--- src/rtl/block_dispatcher_pkg.sv ---
// Shared types and sizing helpers for the kernel block dispatcher.
package dispatch_pkg;

    typedef enum logic [1:0] {
        IDLE,
        RUN,
        FINISH,
        DONE
    } disp_state_t;

    typedef enum logic {
        FREE,
        BUSY
    } slot_state_t;

    localparam int TPB_DEFAULT = 4;
    localparam int TC_W        = $clog2(TPB_DEFAULT) + 1;

    // Width needed to hold a per-block thread count in 1..tpb.
    function automatic int tc_width(input int tpb);
        return $clog2(tpb) + 1;
    endfunction

endpackage

--- src/rtl/block_dispatcher_rr_arbiter.sv ---
// Rotating find-first arbiter: grants the first requester at or after ptr.
module rr_arbiter #(
    parameter  int N     = 2,
    localparam int PTR_W = (N > 1) ? $clog2(N) : 1
) (
    input  logic [N-1:0]     req,
    input  logic [PTR_W-1:0] ptr,
    output logic             grant_valid,
    output logic [PTR_W-1:0] grant_idx
);

    logic [PTR_W:0]   sum;
    logic [PTR_W-1:0] idx;

    always_comb begin
        grant_valid = 1'b0;
        grant_idx   = '0;
        sum         = '0;
        idx         = '0;
        for (int i = 0; i < N; i++) begin
            sum = {1'b0, ptr} + (PTR_W + 1)'(i);
            if (sum >= (PTR_W + 1)'(N)) begin
                sum = sum - (PTR_W + 1)'(N);
            end
            idx = sum[PTR_W-1:0];
            if (!grant_valid && req[idx]) begin
                grant_valid = 1'b1;
                grant_idx   = idx;
            end
        end
    end

endmodule

--- src/rtl/block_dispatcher.sv ---
// Splits a kernel into fixed-size thread blocks and hands them out to free,
// enabled cores one grant per cycle, tracking completions until the kernel ends.
module block_dispatcher
    import dispatch_pkg::*;
#(
    parameter  int NUM_CORES         = 2,
    parameter  int THREADS_PER_BLOCK = 4,
    parameter  int THREAD_COUNT_W    = 16,
    parameter  int BLOCK_ID_W        = 8,
    localparam int TCW               = tc_width(THREADS_PER_BLOCK)
) (
    input  logic                            clk,
    input  logic                            reset_n,
    input  logic                            start,
    input  logic [THREAD_COUNT_W-1:0]       thread_count,
    input  logic [NUM_CORES-1:0]            core_enable,
    input  logic [NUM_CORES-1:0]            core_done,
    output logic [NUM_CORES-1:0]            core_start,
    output logic [NUM_CORES-1:0]            core_reset,
    output logic [NUM_CORES*BLOCK_ID_W-1:0] core_block_id,
    output logic [NUM_CORES*TCW-1:0]        core_thread_count,
    output logic                            busy,
    output logic                            done,
    output logic                            err
);

    localparam int W       = THREAD_COUNT_W;
    localparam int TPB_LOG = $clog2(THREADS_PER_BLOCK);
    localparam int PTR_W   = (NUM_CORES > 1) ? $clog2(NUM_CORES) : 1;

    disp_state_t       state_q, state_d;
    logic [PTR_W-1:0]  rr_q, rr_d;
    logic [W-1:0]      total_q, total_d;
    logic [W-1:0]      disp_q, disp_d;
    logic [W-1:0]      comp_q, comp_d;
    logic [TCW-1:0]    last_tc_q, last_tc_d;
    logic [NUM_CORES-1:0] mask_q, mask_d;
    slot_state_t       slot_q [NUM_CORES];
    slot_state_t       slot_d [NUM_CORES];
    logic [BLOCK_ID_W-1:0] bid_q [NUM_CORES];
    logic [BLOCK_ID_W-1:0] bid_d [NUM_CORES];
    logic [TCW-1:0]    btc_q [NUM_CORES];
    logic [TCW-1:0]    btc_d [NUM_CORES];
    logic              busy_q, busy_d;
    logic              done_q, done_d;
    logic              err_q, err_d;
    logic              err_pend_q, err_pend_d;

    // Launch arithmetic: ceil division by a power of two, and the tail size.
    logic [W:0]     n_round;
    logic [W-1:0]   launch_blocks;
    logic [W-1:0]   launch_floor;
    logic [W-1:0]   launch_rem;
    logic [TCW-1:0] launch_last_tc;

    assign n_round        = {1'b0, thread_count} + (W + 1)'(THREADS_PER_BLOCK - 1);
    assign launch_blocks  = W'(n_round >> TPB_LOG);
    assign launch_floor   = thread_count >> TPB_LOG;
    assign launch_rem     = thread_count - (launch_floor << TPB_LOG);
    assign launch_last_tc = (launch_rem == '0) ? TCW'(THREADS_PER_BLOCK) : TCW'(launch_rem);

    logic [NUM_CORES-1:0] req;
    logic [NUM_CORES-1:0] done_hit;
    logic [W-1:0]         n_done;
    logic                 grant_valid;
    logic [PTR_W-1:0]     grant_idx;

    // Slots freed this edge are still BUSY in slot_q, so they cannot be re-granted yet.
    always_comb begin
        req      = '0;
        done_hit = '0;
        n_done   = '0;
        for (int c = 0; c < NUM_CORES; c++) begin
            req[c]      = mask_q[c] && (slot_q[c] == FREE);
            done_hit[c] = (slot_q[c] == BUSY) && core_done[c];
            if (done_hit[c]) begin
                n_done = n_done + W'(1);
            end
        end
    end

    rr_arbiter #(
        .N(NUM_CORES)
    ) u_arb (
        .req        (req),
        .ptr        (rr_q),
        .grant_valid(grant_valid),
        .grant_idx  (grant_idx)
    );

    always_comb begin
        state_d    = state_q;
        rr_d       = rr_q;
        total_d    = total_q;
        disp_d     = disp_q;
        comp_d     = comp_q;
        last_tc_d  = last_tc_q;
        mask_d     = mask_q;
        busy_d     = busy_q;
        done_d     = done_q;
        err_d      = err_q;
        err_pend_d = err_pend_q;
        for (int c = 0; c < NUM_CORES; c++) begin
            slot_d[c] = slot_q[c];
            bid_d[c]  = bid_q[c];
            btc_d[c]  = btc_q[c];
        end

        case (state_q)
            IDLE, DONE: begin
                if (start) begin
                    done_d    = 1'b0;
                    err_d     = 1'b0;
                    mask_d    = core_enable;
                    total_d   = launch_blocks;
                    last_tc_d = launch_last_tc;
                    disp_d    = '0;
                    comp_d    = '0;
                    if (thread_count == '0) begin
                        state_d    = FINISH;
                        err_pend_d = 1'b0;
                    end else if (core_enable == '0) begin
                        state_d    = FINISH;
                        err_pend_d = 1'b1;
                    end else begin
                        state_d    = RUN;
                        busy_d     = 1'b1;
                        err_pend_d = 1'b0;
                    end
                end
            end

            RUN: begin
                for (int c = 0; c < NUM_CORES; c++) begin
                    if (done_hit[c]) begin
                        slot_d[c] = FREE;
                    end
                end
                comp_d = comp_q + n_done;

                if ((disp_q < total_q) && grant_valid) begin
                    for (int c = 0; c < NUM_CORES; c++) begin
                        if (grant_idx == PTR_W'(c)) begin
                            slot_d[c] = BUSY;
                            bid_d[c]  = BLOCK_ID_W'(disp_q);
                            btc_d[c]  = (disp_q == total_q - W'(1)) ? last_tc_q
                                                                    : TCW'(THREADS_PER_BLOCK);
                        end
                    end
                    disp_d = disp_q + W'(1);
                    rr_d   = (grant_idx == PTR_W'(NUM_CORES - 1)) ? '0 : grant_idx + PTR_W'(1);
                end

                if (comp_d == total_q) begin
                    state_d = FINISH;
                end
            end

            FINISH: begin
                state_d = DONE;
                busy_d  = 1'b0;
                done_d  = 1'b1;
                err_d   = err_pend_q;
            end

            default: state_d = IDLE;
        endcase
    end

    always_ff @(posedge clk or negedge reset_n) begin
        if (!reset_n) begin
            state_q    <= IDLE;
            rr_q       <= '0;
            total_q    <= '0;
            disp_q     <= '0;
            comp_q     <= '0;
            last_tc_q  <= '0;
            mask_q     <= '0;
            busy_q     <= 1'b0;
            done_q     <= 1'b0;
            err_q      <= 1'b0;
            err_pend_q <= 1'b0;
            for (int c = 0; c < NUM_CORES; c++) begin
                slot_q[c] <= FREE;
                bid_q[c]  <= '0;
                btc_q[c]  <= '0;
            end
        end else begin
            state_q    <= state_d;
            rr_q       <= rr_d;
            total_q    <= total_d;
            disp_q     <= disp_d;
            comp_q     <= comp_d;
            last_tc_q  <= last_tc_d;
            mask_q     <= mask_d;
            busy_q     <= busy_d;
            done_q     <= done_d;
            err_q      <= err_d;
            err_pend_q <= err_pend_d;
            for (int c = 0; c < NUM_CORES; c++) begin
                slot_q[c] <= slot_d[c];
                bid_q[c]  <= bid_d[c];
                btc_q[c]  <= btc_d[c];
            end
        end
    end

    genvar gi;
    generate
        for (gi = 0; gi < NUM_CORES; gi++) begin : g_core_out
            assign core_start[gi] = (slot_q[gi] == BUSY);
            assign core_reset[gi] = (slot_q[gi] == FREE);
            assign core_block_id[gi*BLOCK_ID_W +: BLOCK_ID_W] = bid_q[gi];
            assign core_thread_count[gi*TCW +: TCW]           = btc_q[gi];
        end
    endgenerate

    assign busy = busy_q;
    assign done = done_q;
    assign err  = err_q;

endmodule
--- config.mk ---
export PLATFORM = sky130hd
export DESIGN_NAME = block_dispatcher
export DESIGN_NICKNAME = d
export VERILOG_FILES = /design/src/rtl/block_dispatcher_pkg.sv /design/src/rtl/block_dispatcher_rr_arbiter.sv /design/src/rtl/block_dispatcher.sv
export SDC_FILE = /design/constraint.sdc
export NUM_CORES = 1
export LEC_CHECK = 0
export ABC_CLOCK_PERIOD_IN_PS = 5510
export CAP_MARGIN = 20
export CORE_AREA = 2 2 69 137
export CTS_CLUSTER_DIAMETER = 200
export DETAILED_ROUTE_END_ITERATION = 16
export DIE_AREA = 0 0 71 139
export PLACE_DENSITY = 0.88
export SLEW_MARGIN = 40
export SYNTH_ARGS = -nofsm -noshare
export SYNTH_HDL_FRONTEND = slang
export SYNTH_SLANG_ARGS = --single-unit
--- constraint.sdc ---
create_clock -name clk -period 5.51 [get_ports clk]
set_input_delay 1.102 -clock clk [delete_from_list [all_inputs] [get_ports clk]]
set_output_delay 1.102 -clock clk [all_outputs]
set_load 0.1 [all_outputs]
== Word-level counts from Yosys, hierarchy flattened ==
Cells that the tools add are included.

* Output and inout port bits: 29
* Bits in registers: 83

* Eq/ne operators: 10
* Reduce and logical (&&, ||, !) cells: 23
* Bitwise gates (word level): 3
* $lt $le $gt $ge: 5
* Muxes and demuxes: 38
* $add $sub $neg: 10

{| class="wikitable"
|+ Operators by type and width
! operator !! number
|-
| one-hot mux 16 bit (2 select lines) || 2
|-
| two-way mux 16 bit || 3
|-
| zero test 16 bit || 2
|-
| two-way mux 1 bit || 22
|-
| adder 16 x 2 -> 17 bit (second input constant) || 1
|-
| adder 16 x 1 -> 16 bit (second input constant) || 1
|-
| adder 16 bit || 1
|-
| equality test 16 x 15 -> 1 bit || 1
|-
| equality test 16 bit || 1
|-
| < comparator 16 x 15 -> 1 bit || 1
|-
| subtractor 15 x 1 -> 16 bit (second input constant) || 1
|-
| subtractor 16 bit || 1
|-
| two-way mux 2 bit || 5
|-
| inequality test 2 bit (second input constant) || 5
|-
| AND reduction 2 bit || 5
|-
| AND reduction 3 bit || 3
|-
| logical AND 1 bit || 6
|-
| two-way mux 3 bit || 2
|-
| one-hot mux 1 bit (2 select lines) || 3
|-
| one-hot mux 2 bit (3 select lines) || 1
|-
| adder 1 x 1 -> 2 bit (second input constant) || 2
|-
| equality test 2 bit (second input constant) || 2
|-
| zero test 2 bit || 2
|-
| < comparator 1 x 2 -> 1 bit (second input constant) || 2
|-
| other kinds (10) || 14
|}

== Logic depth before layout (Yosys ltp) ==
Gate-level depths: netlist (run 1).

* Depth in word-level cells: 11
* Depth in mapped cells: 11
* Depth with buffers taken out: 11

== Cells and area by module ==
From an unflattened synthesis (run 1), not the netlist that was laid out.

* Cell total of the unflattened synthesis: 586
* Area, all modules: 5,291.3 sq um

{| class="wikitable"
|+ By module, submodules not included
! module !! area each (sq um) !! times used !! seq. area each (sq um) !! cells an instance
|-
| block_dispatcher || 5,273.8 || 1 || 2,077.0 || 583
|-
| rr_arbiter || 17.5 || 1 || 0.0 || 3
|}

== Worst setup path after synthesis (run 1) ==
Ideal clock, no wire load.

* Kind: input to register
* From: input core_done[0]
* To: register state_q[0]
* Buffers on the path: 0
* Data required time: 5.389 ns
* Stages: 11
* Arrival: 3.461 ns
* Slack: 1.928 ns
* Setup time: 0.121 ns
* Path through: and2_1 -> ha_1 -> ha_1 -> fa_1 -> and3_1 -> and4_1 -> nor4_1 -> nor2b_1 -> nor4bb_1 -> nand4_1 -> a22o_1

* Word-level cells in the longest chain between the ends: 8

{| class="wikitable"
|+ Ends and longest elaborated chain
! item !! RTL line !! RTL
|-
| from (decl) || block_dispatcher.sv:17 || <nowiki>input logic [NUM_CORES-1:0] core_done,</nowiki>
|-
| logical AND 1 bit (*) || block_dispatcher.sv:75 || <nowiki>done_hit[c] = (slot_q[c] == BUSY) && core_done[c];</nowiki>
|-
| two-way mux 1 bit (*) || block_dispatcher.sv:76 || <nowiki>if (done_hit[c]) begin</nowiki>
|-
| adder 1 x 1 -> 2 bit || block_dispatcher.sv:77 || <nowiki>n_done = n_done + W'(1);</nowiki>
|-
| two-way mux 16 bit (*) || block_dispatcher.sv:76 ||
|-
| adder 16 bit (*) || block_dispatcher.sv:139 || <nowiki>comp_d = comp_q + n_done;</nowiki>
|-
| equality test 16 x 15 -> 1 bit (*) || block_dispatcher.sv:154 || <nowiki>if (comp_d == total_q) begin</nowiki>
|-
| inequality test 2 bit (no source line) (*) || - ||
|-
| AND reduction 2 bit (no source line) (*) || - ||
|-
| to (signal assigned) || block_dispatcher.sv:189 || <nowiki>state_q <= state_d;</nowiki>
|-
| to (decl) || block_dispatcher.sv:31 || <nowiki>disp_state_t state_q, state_d;</nowiki>
|}

Every way passes the cells marked *; elsewhere a longest branch is shown, timed or not.
A chain may end at the register's enable or synchronous reset.

== Worst setup path in the final report (run 1) ==
Same ends and word-level chain as after synthesis.

==> flow_summary.json, run 1 <==
{
  "holdBufCountCts": 0,
  "min_path_cells": 2,
  "antenna_found_initial": 0,
  "ys_seq_area_frac": 0.389,
  "maxCapViolations": 0,
  "maxSlewViolCount": 0,
  "power.total_mw": 2.98,
  "place.detailed.hpwl_um": 10700,
  "die_h_um": 139,
  "synth.avg_cell_area_um2": 8.93,
  "vias_per_cell": 6.52,
  "min_to": "err_pend_q",
  "gp_congestion": 0.983,
  "cts_buffers": 9,
  "fin_nets": 676,
  "pwr-share-comb": 0.462,
  "swShare": 0.474,
  "clock_latency_ns": 0.35,
  "grt-ovfl-total": 0,
  "finalSetupViolations": 0,
  "antenna_left": 0,
  "grt_pass1_wl_um": 23700,
  "drc": 0,
  "area_growth_pct": 13.1,
  "placed_cells": 721,
  "drive_gt1_frac": 0.131,
  "grt_setup_unrepaired": "no",
  "rr_worst_depth": 9,
  "diodes": 0,
  "ys_seq_elements": 83,
  "cp_data_arrival_time_ns": 4.26,
  "ys_async_sr_fraction": 1.00,
  "die_w_um": 71,
  "cts_tree": "yes",
  "power_density_nw_per_um2": 494,
  "fin_crit_sh": 0.729,
  "fp-row-count": 49,
  "relSlewSlack": 0.452,
  "critPathBufInv": 1,
  "start_util": 0.601,
  "io_pins": 52,
  "start_kind": "input port",
  "yosys.cell_count.top_type": "dfrtp_1",
  "final_core_utilization": 0.680,
  "track_usage": 0.308,
  "synth_top_area_cell": "dfrtp_1",
  "grt_pass1_vias": 4869,
  "synth_nets": 644,
  "synth_top_cell_area_share": 0.389,
  "cts_root_buf": "clkbuf_16",
  "path_cells": "clkdlybuf4s50_1, and2_1, ha_1, ha_1, fa_1, and3_1, and3_1, xnor2_1, nor4_1, nor4bb_1, nand4_1, a22o_1",
  "post-cts-setup-buffers": 0,
  "core_area_um2": 8890,
  "path_clk_slew_ns": 0.07,
  "hold_start": "err_pend_q",
  "period_needed_ns": 4.02,
  "cts_resized": 0,
  "synth-main-ff-cell": "dfrtp_1",
  "first_pass_iters": 5,
  "criticalPathCategory": "input port to register",
  "place_ws_ns": 1.20,
  "routedWlPerCell_um": 19.5,
  "fin_worst_skew_ns": 0.0103,
  "synthTopCellsByArea": "dfrtp_1 39%, mux2_2 5.5%, ha_1 5.2%",
  "cts_sinks": 83,
  "grt_max_degree": 49,
  "ys.warnings.count": 0,
  "finalHoldViolCount": 0,
  "power_switching_mw": 1.41,
  "cpPeakStageDelay_ns": 0.49,
  "dieArea_um2": 9870,
  "ys_types": 62,
  "internal_power_mw": 1.57,
  "cp_max_fo": 6,
  "p_leak_nw": 2.72,
  "fmax_mhz": 249,
  "portBuffers": 51,
  "critPathRequiredTime_ns": 5.75,
  "clkPwrFrac": 0.221,
  "slowest_stage": "fa_1",
  "cp_top_family": "simple AND/OR/NAND/NOR gates",
  "yosys-top-cells-count": "83 x dfrtp_1, 61 x nand2_1, 53 x o21ai_0",
  "status": "complete, no violations",
  "postRouteWirelength_um": 14300,
  "cp-end-kind": "register",
  "fin_setup_tns_ns": 0,
  "tightest_slew_ns": 0.822,
  "fin_ws_ns": 1.49,
  "drt-initial-drc-count": 395,
  "hp-class": "register to register",
  "vias": 4802,
  "htree_levels": 3,
  "synth_edf_count": 0,
  "r2r_setup_slack_ns": 1.98,
  "synth_area_um2": 5340,
  "peakVddDrop_v": 0.000529,
  "synthesis.instances": 598,
  "cts_max_path_buffers": 2,
  "seq_power_share": 0.317,
  "instances_no_fill": 737,
  "r2r-start": "total_q[9]",
  "rr_endpoint": "core_block_id[0]"
}
==> registers in the layout, indices dropped and copies added, names as in the netlist <==
register / cells
comp_q: 16
core_block_id: 16
disp_q: 16
total_q: 15
core_thread_count: 6
last_tc_q: 3
core_start: 2
mask_q: 2
state_q: 2
busy: 1
done: 1
err: 1
err_pend_q: 1
rr_q: 1
==> metal layers <==
layer / vias up / part of all wire / track usage
met4: 0 / 0.051 / 0.173
met3: 57 / 0.045 / 0.0581
met5: - / 0 / 0
met1: 2351 / 0.37 / 0.346
met2: 189 / 0.54 / 0.533
li1: 2205 / - / -
==> cell usage in the layout (no fill, tap or decap), drive strengths merged, types with 4 or more instances in the layout <==
cell type,synthesis,routed
a22o,5,5
nand3,17,17
mux2,27,27
a21oi,19,19
a31oi,5,5
clkbuf,21,9
nand4,16,16
dfrtp,83,83
nand2,62,62
xnor2,28,28
inv,29,30
buf,12,33
and4,4,4
nor2b,7,7
o21ai,53,53
and3,13,13
a21o,9,9
nor4,11,11
nor2,46,46
nand2b,4,4
nor3,23,23
and2,6,6
xor2,21,21
o31ai,8,8
ha,22,22
clkdlybuf4s50,0,21
==> cell type report <==
type                       count  area, µm²
multi-input combinational    453       3020
fill                         648       2850
sequential                    83       2080
timing repair buffer          54        385
clock buffer                   9        225
tap                          102        128
inverter                      29        109
clock inverter                 7        100
==> worst max path at each step <==
stage	startpoint	endpoint	slack, ns	cells after the start
2_1_floorplan	core_done[0]	state_q[0]	1.93	11
3_3_place_gp	core_done[0]	state_q[0]	1.27	12
3_5_place_dp	core_done[0]	state_q[0]	1.20	12
4_1_cts	core_done[0]	state_q[0]	1.52	12
5_1_grt	core_done[0]	state_q[1]	1.34	12
6_report	core_done[0]	state_q[0]	1.49	12
==> per-stage QoR <==
stage          hold slack [ns]  instance area, µm²
2_1_floorplan            0.441                5340
3_3_place_gp             0.459                5860
3_5_place_dp             0.473                5720
4_1_cts                  0.486                6040
5_1_grt                  0.507                6040
6_report                 0.490                6040
==> cells by family (layout without fill, tap and decap cells) <==
group / count (synthesis) / after routing / synth area share
DFF: 83 / 83 / 0.389
adders and majority gates: 23 / 23 / 0.0553
muxes: 30 / 30 / 0.0625
xor gates and xnor gates: 49 / 49 / 0.0803
and+or+nand+nor: 225 / 225 / 0.218
AOI/OAI and AO/OA: 126 / 126 / 0.149
buffers and inverters: 62 / 99 / 0.0466
==> worst register-to-register path, delay by kind of cell, from the launching register on <==
kind | cells | cell delay (ns)
AO/OA/AOI/OAI | 1 | 0.31
adder cells (fa/ha/maj) | 1 | 0.32
buffers and inverters | 1 | 0.11
flip-flops | 1 | 0.70
multiplexers | 1 | 0.38
AND/OR/NAND/NOR | 5 | 1.59
==> power by group through the flow <==
stage	Combinational (mW)	Sequential, mW	Clock, mW
global route	1.50	0.958	0.690
finish	1.38	0.946	0.658
detailed placement	1.36	0.943	0
global placement	1.35	0.938	0
floorplan	0.899	1.08	0
CTS	1.37	0.935	0.660
(Power assumes the default switching activity.)
==> run 2, diff against run 1 <==
--- a/config.mk
+++ b/config.mk
@@ -5,13 +5,13 @@
 export SDC_FILE = /design/constraint.sdc
 export NUM_CORES = 1
 export LEC_CHECK = 0
-export ABC_CLOCK_PERIOD_IN_PS = 5510
+export ABC_CLOCK_PERIOD_IN_PS = 3200
 export CAP_MARGIN = 20
-export CORE_AREA = 2 2 69 137
+export CORE_AREA = 2 2 75 149
 export CTS_CLUSTER_DIAMETER = 200
 export DETAILED_ROUTE_END_ITERATION = 16
-export DIE_AREA = 0 0 71 139
-export PLACE_DENSITY = 0.88
+export DIE_AREA = 0 0 77 151
+export PLACE_DENSITY = 0.79
 export SLEW_MARGIN = 40
 export SYNTH_ARGS = -nofsm -noshare
 export SYNTH_HDL_FRONTEND = slang
==> constraint.sdc (replaced) <==
create_clock -name clk -period 3.2 [get_ports clk]
set_input_delay 0.64 -clock clk [delete_from_list [all_inputs] [get_ports clk]]
set_output_delay 0.64 -clock clk [all_outputs]
set_load 0.1 [all_outputs]
==> run 2 against run 1 <==
  * Clock skew down 0.0036 ns
  * Critical endpoint unchanged
  * Sequential power increased by 66%
  * Register-to-register slack lost 1.8 ns
  * First-iteration DRC count fell by 21%
  * Hold slack worse by 0.25 ns
  * Clock power up 61%
  * Via count is 3.9% higher
  * Global-route usage fell by 2.3 points
  * Largest cell class unchanged
  * Worst setup slack lost 1.4 ns
  * Core utilization shrank 6.0 points
  * Critical path type unchanged
  * Sequential share of layout area fell by 2.3 points
  * Power up 83%
==> flow_summary.json, run 2 (synthesis results as in run 1) <==
{
  "pwr-share-comb": 0.519,
  "diodes": 0,
  "routedWlPerCell_um": 19.9,
  "drc": 0,
  "grt-ovfl-total": 0,
  "criticalPathCategory": "input port to register",
  "die_h_um": 151,
  "area_growth_pct": 21.6,
  "post-cts-setup-buffers": 0,
  "start_kind": "input port",
  "rr_worst_depth": 11,
  "num-fill-cells": 933,
  "multi_input_area_um2": 3120,
  "fmax_mhz": 318,
  "cp_max_fo": 4,
  "grt_max_degree": 36,
  "cts_sinks": 83,
  "status": "complete, no violations",
  "vias": 4990,
  "fin_nets": 710,
  "track_usage": 0.285,
  "path_clk_slew_ns": 0.06,
  "maxCapViolations": 0,
  "io_pins": 52,
  "final_core_utilization": 0.620,
  "period_needed_ns": 3.15,
  "internal_power_mw": 2.86,
  "antenna_found_initial": 0,
  "register_area_um2": 2080,
  "clock_latency_ns": 0.35,
  "cp-end-kind": "register",
  "antenna_left": 0,
  "cp_data_arrival_time_ns": 3.38,
  "dieArea_um2": 11600,
  "maxSlewViolCount": 0,
  "portBuffers": 51,
  "rr_endpoint": "state_q[0]",
  "p_leak_nw": 2.92,
  "power_density_nw_per_um2": 841,
  "holdBufCountCts": 0,
  "critPathRequiredTime_ns": 3.43,
  "hp-class": "input port to async pin",
  "r2r-start": "core_start[1]",
  "postRouteWirelength_um": 16000,
  "finalHoldViolCount": 0,
  "htree_levels": 3,
  "drive_gt1_frac": 0.200,
  "place.detailed.hpwl_um": 12200,
  "r2r_setup_slack_ns": 0.17,
  "cts_tree": "yes",
  "mostFrequentLayoutCells": "81 x dfrtp_1, 67 x buf_4, 61 x nand2_1, 53 x o21ai_0, 45 x nor2_1",
  "core_area_um2": 10500,
  "grt_pass1_wl_um": 25500,
  "die_w_um": 77,
  "fp-row-count": 53,
  "place_ws_ns": -0.682,
  "finalSetupViolations": 0,
  "first_pass_iters": 5,
  "relSlewSlack": 0.552,
  "fin_worst_skew_ns": 0.00667,
  "swShare": 0.477,
  "drt-initial-drc-count": 312,
  "fin_ws_ns": 0.0507,
  "layout_commonest_cell": "dfrtp_1",
  "power.total_mw": 5.46,
  "clkPwrFrac": 0.194,
  "seq_power_share": 0.287,
  "fin_crit_sh": 0.984,
  "gp_congestion": 0.965,
  "peakVddDrop_v": 0.000782,
  "start_util": 0.510,
  "power_switching_mw": 2.61,
  "cts_max_path_buffers": 2,
  "tightest_slew_ns": 0.664,
  "cts_buffers": 9,
  "cts_root_buf": "clkbuf_16",
  "vias_per_cell": 6.19,
  "grt_pass1_vias": 5073
}
[run 2: area by class of cell]
type,count,share of cell area
clock buffer,9,0.0347
inverter,29,0.0168
tap,137,0.0264
sequential,83,0.321
multi-input combinational,453,0.481
clock inverter,7,0.0114
timing repair buffer,88,0.109
[run 2: through the flow]
step / cells / cell area, µm² / TNS (ns) / hold WS, ns
2_1_floorplan: 598 / 5350 / 0 / 0.344
4_1_cts: 806 / 6470 / 0 / 0.251
3_3_place_gp: 790 / 6100 / -1.03 / 0.462
6_report: 806 / 6490 / 0 / 0.244
5_1_grt: 806 / 6490 / -0.0476 / 0.278
3_5_place_dp: 790 / 6100 / -1.33 / 0.479
[run 2: worst max path at each step]
stage,start,to,cells after the start
6_report,core_done[1],state_q[0],12
5_1_grt,core_done[1],state_q[0],12
4_1_cts,core_done[1],state_q[0],13
3_5_place_dp,core_done[0],state_q[0],13
3_3_place_gp,core_done[0],state_q[0],13
2_1_floorplan,core_start[1],state_q[0],11
[run 2: worst max-delay path: stages]
cell and delay [ns]:
dlygate4sd2_1 0.24, and2_1 0.19, ha_4 0.26, ha_4 0.17, fa_2 0.39, and3_4 0.17
and4_1 0.22, nor4_2 0.28, nor2b_1 0.14, nor4bb_4 0.29, nand4_1 0.16, a22o_1 0.22
[run 2: repair_timing]
action	4_1_cts	5_1_grt
pin swaps	8	2
setup endpoints to repair	2	13
resized for setup	14	4
[run 2: power by group through the flow]
stage | Combinational (mW) | Clock (mW) | Sequential [mW]
2_1_floorplan | 1.55 | 0 | 1.86
3_3_place_gp | 2.64 | 0 | 1.56
3_5_place_dp | 2.71 | 0 | 1.58
4_1_cts | 2.79 | 1.07 | 1.56
5_1_grt | 3.02 | 1.12 | 1.59
6_report | 2.83 | 1.06 | 1.57
[run 2: metal layers]
metal	part of all wire	vias to the layer above	track usage
li1	-	2277	-
met1	0.33	2419	0.283
met2	0.55	229	0.536
met3	0.047	65	0.0417
met4	0.069	0	0.198
met5	0	-	0
==> run 3, diff against run 2 <==
--- a/config.mk
+++ b/config.mk
@@ -12,6 +12,7 @@
 export DETAILED_ROUTE_END_ITERATION = 16
 export DIE_AREA = 0 0 77 151
 export PLACE_DENSITY = 0.79
+export REMOVE_ABC_BUFFERS = 1
 export SLEW_MARGIN = 40
 export SYNTH_ARGS = -nofsm -noshare
 export SYNTH_HDL_FRONTEND = slang
==> run 3 against run 2 <==
  * Register-to-register slack about the same
  * Sequential cell count stayed put
  * Final area is 0.77% lower
  * Clock-buffer cell count unchanged
  * Clock skew rose by 0.0012 ns
  * Largest power group unchanged
  * Critical path type unchanged
  * Wire length down 7.3%
  * Clock power is essentially flat
  * Global-route usage down 1.9 points
  * Sequential power is essentially flat
  * Die area stayed put
  * Power shrank 2.7%
==> flow_summary.json, run 3 (synthesis results as in run 1) <==
{
  "status": "complete, no violations",
  "htree_levels": 3,
  "tightest_slew_ns": 0.669,
  "period_needed_ns": 3.11,
  "maxSlewViolCount": 0,
  "rr_worst_depth": 12,
  "fp-row-count": 53,
  "cpPeakStageDelay_ns": 0.38,
  "cp_max_fo": 3,
  "cp_top_family": "simple AND/OR/NAND/NOR gates",
  "whs_ns": 0.326,
  "diodes": 0,
  "r2r_setup_slack_ns": 0.17,
  "finalSetupViolations": 0,
  "swShare": 0.471,
  "pwr-share-comb": 0.508,
  "dieArea_um2": 11600,
  "grt_setup_unrepaired": "no",
  "vias": 4855,
  "antenna_found_initial": 0,
  "antenna_left": 0,
  "grt_max_degree": 84,
  "fin_worst_skew_ns": 0.00791,
  "fin_nets": 709,
  "die_w_um": 77,
  "cp-end-kind": "register",
  "track_usage": 0.265,
  "internal_power_mw": 2.81,
  "critPathRequiredTime_ns": 3.43,
  "cts_sinks": 83,
  "drive_gt1_frac": 0.189,
  "cp_data_arrival_time_ns": 3.34,
  "cts_tree": "yes",
  "critPathBufInv": 2,
  "fin_crit_sh": 0.972,
  "area_growth_pct": 20.6,
  "num-fill-cells": 897,
  "cts_max_path_buffers": 2,
  "slowest_stage": "fa_2",
  "clkPwrFrac": 0.197,
  "place.detailed.hpwl_um": 11300,
  "io_pins": 52,
  "drc": 0,
  "routedWlPerCell_um": 18.4,
  "path_clk_slew_ns": 0.06,
  "vias_per_cell": 6.03,
  "clock_latency_ns": 0.34,
  "gp_congestion": 0.975,
  "grt_pass1_wl_um": 24000,
  "rr_endpoint": "state_q[0]",
  "holdBufCountCts": 0,
  "layout_commonest_cell": "dfrtp_1",
  "first_pass_iters": 5,
  "cts_buffers": 9,
  "maxCapViolations": 0,
  "dpl-instance-area_um2": 6080,
  "portBuffers": 51,
  "criticalPathCategory": "input port to register",
  "mostFrequentLayoutCells": "83 x dfrtp_1, 65 x buf_4, 61 x nand2_1, 53 x o21ai_0, 45 x nor2_1",
  "final_area_um2": 6440,
  "start_kind": "input port",
  "r2r-start": "core_start[1]",
  "power_switching_mw": 2.50,
  "grt-ovfl-total": 0,
  "p_leak_nw": 2.90,
  "core_area_um2": 10500,
  "peakVddDrop_v": 0.000939,
  "fin_setup_tns_ns": 0,
  "drt-initial-drc-count": 396,
  "postRouteWirelength_um": 14800,
  "seq_power_share": 0.294,
  "hp-class": "input port to async pin",
  "relSlewSlack": 0.554,
  "path_cells": "dlygate4sd2_1, and2_4, ha_1, ha_2, fa_2, and3_4, buf_4, a31oi_1, a22oi_1, nor2b_1, nor4bb_4, nand4_1, a22o_1",
  "cts_root_buf": "clkbuf_16",
  "start_util": 0.510,
  "grt_pass1_vias": 4817,
  "power_density_nw_per_um2": 825,
  "die_h_um": 151,
  "fmax_mhz": 322,
  "finalHoldViolCount": 0
}
-- run 3: cell count changes in the layout (fill, tap and decap cells not counted), sizes merged --
cell and change:
buf -2, clkbuf +1, clkdlybuf4s15 +1, clkinvlp +1
dlygate4sd2 -1, inv -1
-- run 3: worst reg2reg max path, cell delays in order, from the launching register on --
cell and delay [ns]:
dfrtp_1 0.41, and2_1 0.18, ha_1 0.29, ha_2 0.19, fa_2 0.38, and3_4 0.18
buf_4 0.13, a31oi_1 0.20, a22oi_1 0.11, nor2b_1 0.19, nor4bb_4 0.29, nand4_1 0.16
a22o_1 0.22
-- run 3: worst max path at each step --
stage                  start         end  slack, ns  depth (start not counted)
5_1_grt         core_done[0]  state_q[0]      0.009                         13
2_1_floorplan  core_start[0]  state_q[0]      -0.28                         11
4_1_cts         core_done[0]  state_q[0]      0.001                         13
3_5_place_dp    core_done[0]  state_q[0]      -0.74                         13
3_3_place_gp    core_done[0]  state_q[0]      -0.62                         13
6_report        core_done[0]  state_q[0]       0.09                         13
-- run 3: power by group through the flow --
stage | registers, mW | clock network, mW | logic [mW]
finish | 1.57 | 1.05 | 2.70
global route | 1.59 | 1.11 | 2.91
CTS | 1.56 | 1.06 | 2.68
detailed placement | 1.58 | 0 | 2.62
global placement | 1.56 | 0 | 2.54
floorplan | 1.95 | 0 | 1.37
-- run 3: repair_timing --
| action | CTS | global route |
|---|---|---|
| pin swaps | 6 | 1 |
| setup endpoints to repair | 2 | 2 |
| resized for setup | 12 | 1 |
| hold endpoints to repair | 0 | 0 |
| buffers inserted | 1 | 0 |
-- run 3: per-stage QoR --
step | total power, mW | utilization | setup WS (ns) | cells
after global routing | 5.61 | 0.615 | 0.00908 | 805
final | 5.32 | 0.615 | 0.0911 | 805
after detailed placement | 4.20 | 0.580 | -0.738 | 788
after floorplan | 3.32 | - | -0.278 | 565
after global placement | 4.10 | 0.580 | -0.622 | 788
after CTS | 5.30 | 0.614 | 0.00142 | 805
-- run 3: final cells by class --
cell class,count,area [µm²],area share
clock buffer,9,225,0.0350
clock inverter,7,76.3,0.0118
inverter,29,109,0.0169
multi-input combinational,453,3070,0.477
sequential,83,2080,0.322
tap,137,171,0.0266
timing repair buffer,87,711,0.110
-- run 3: per-layer routing --
layer	vias up	wire, µm	track usage
met3	59	620	0.0358
met2	188	7750	0.461
li1	2267	-	-
met1	2341	5380	0.289
met5	-	0	0
met4	0	1090	0.207
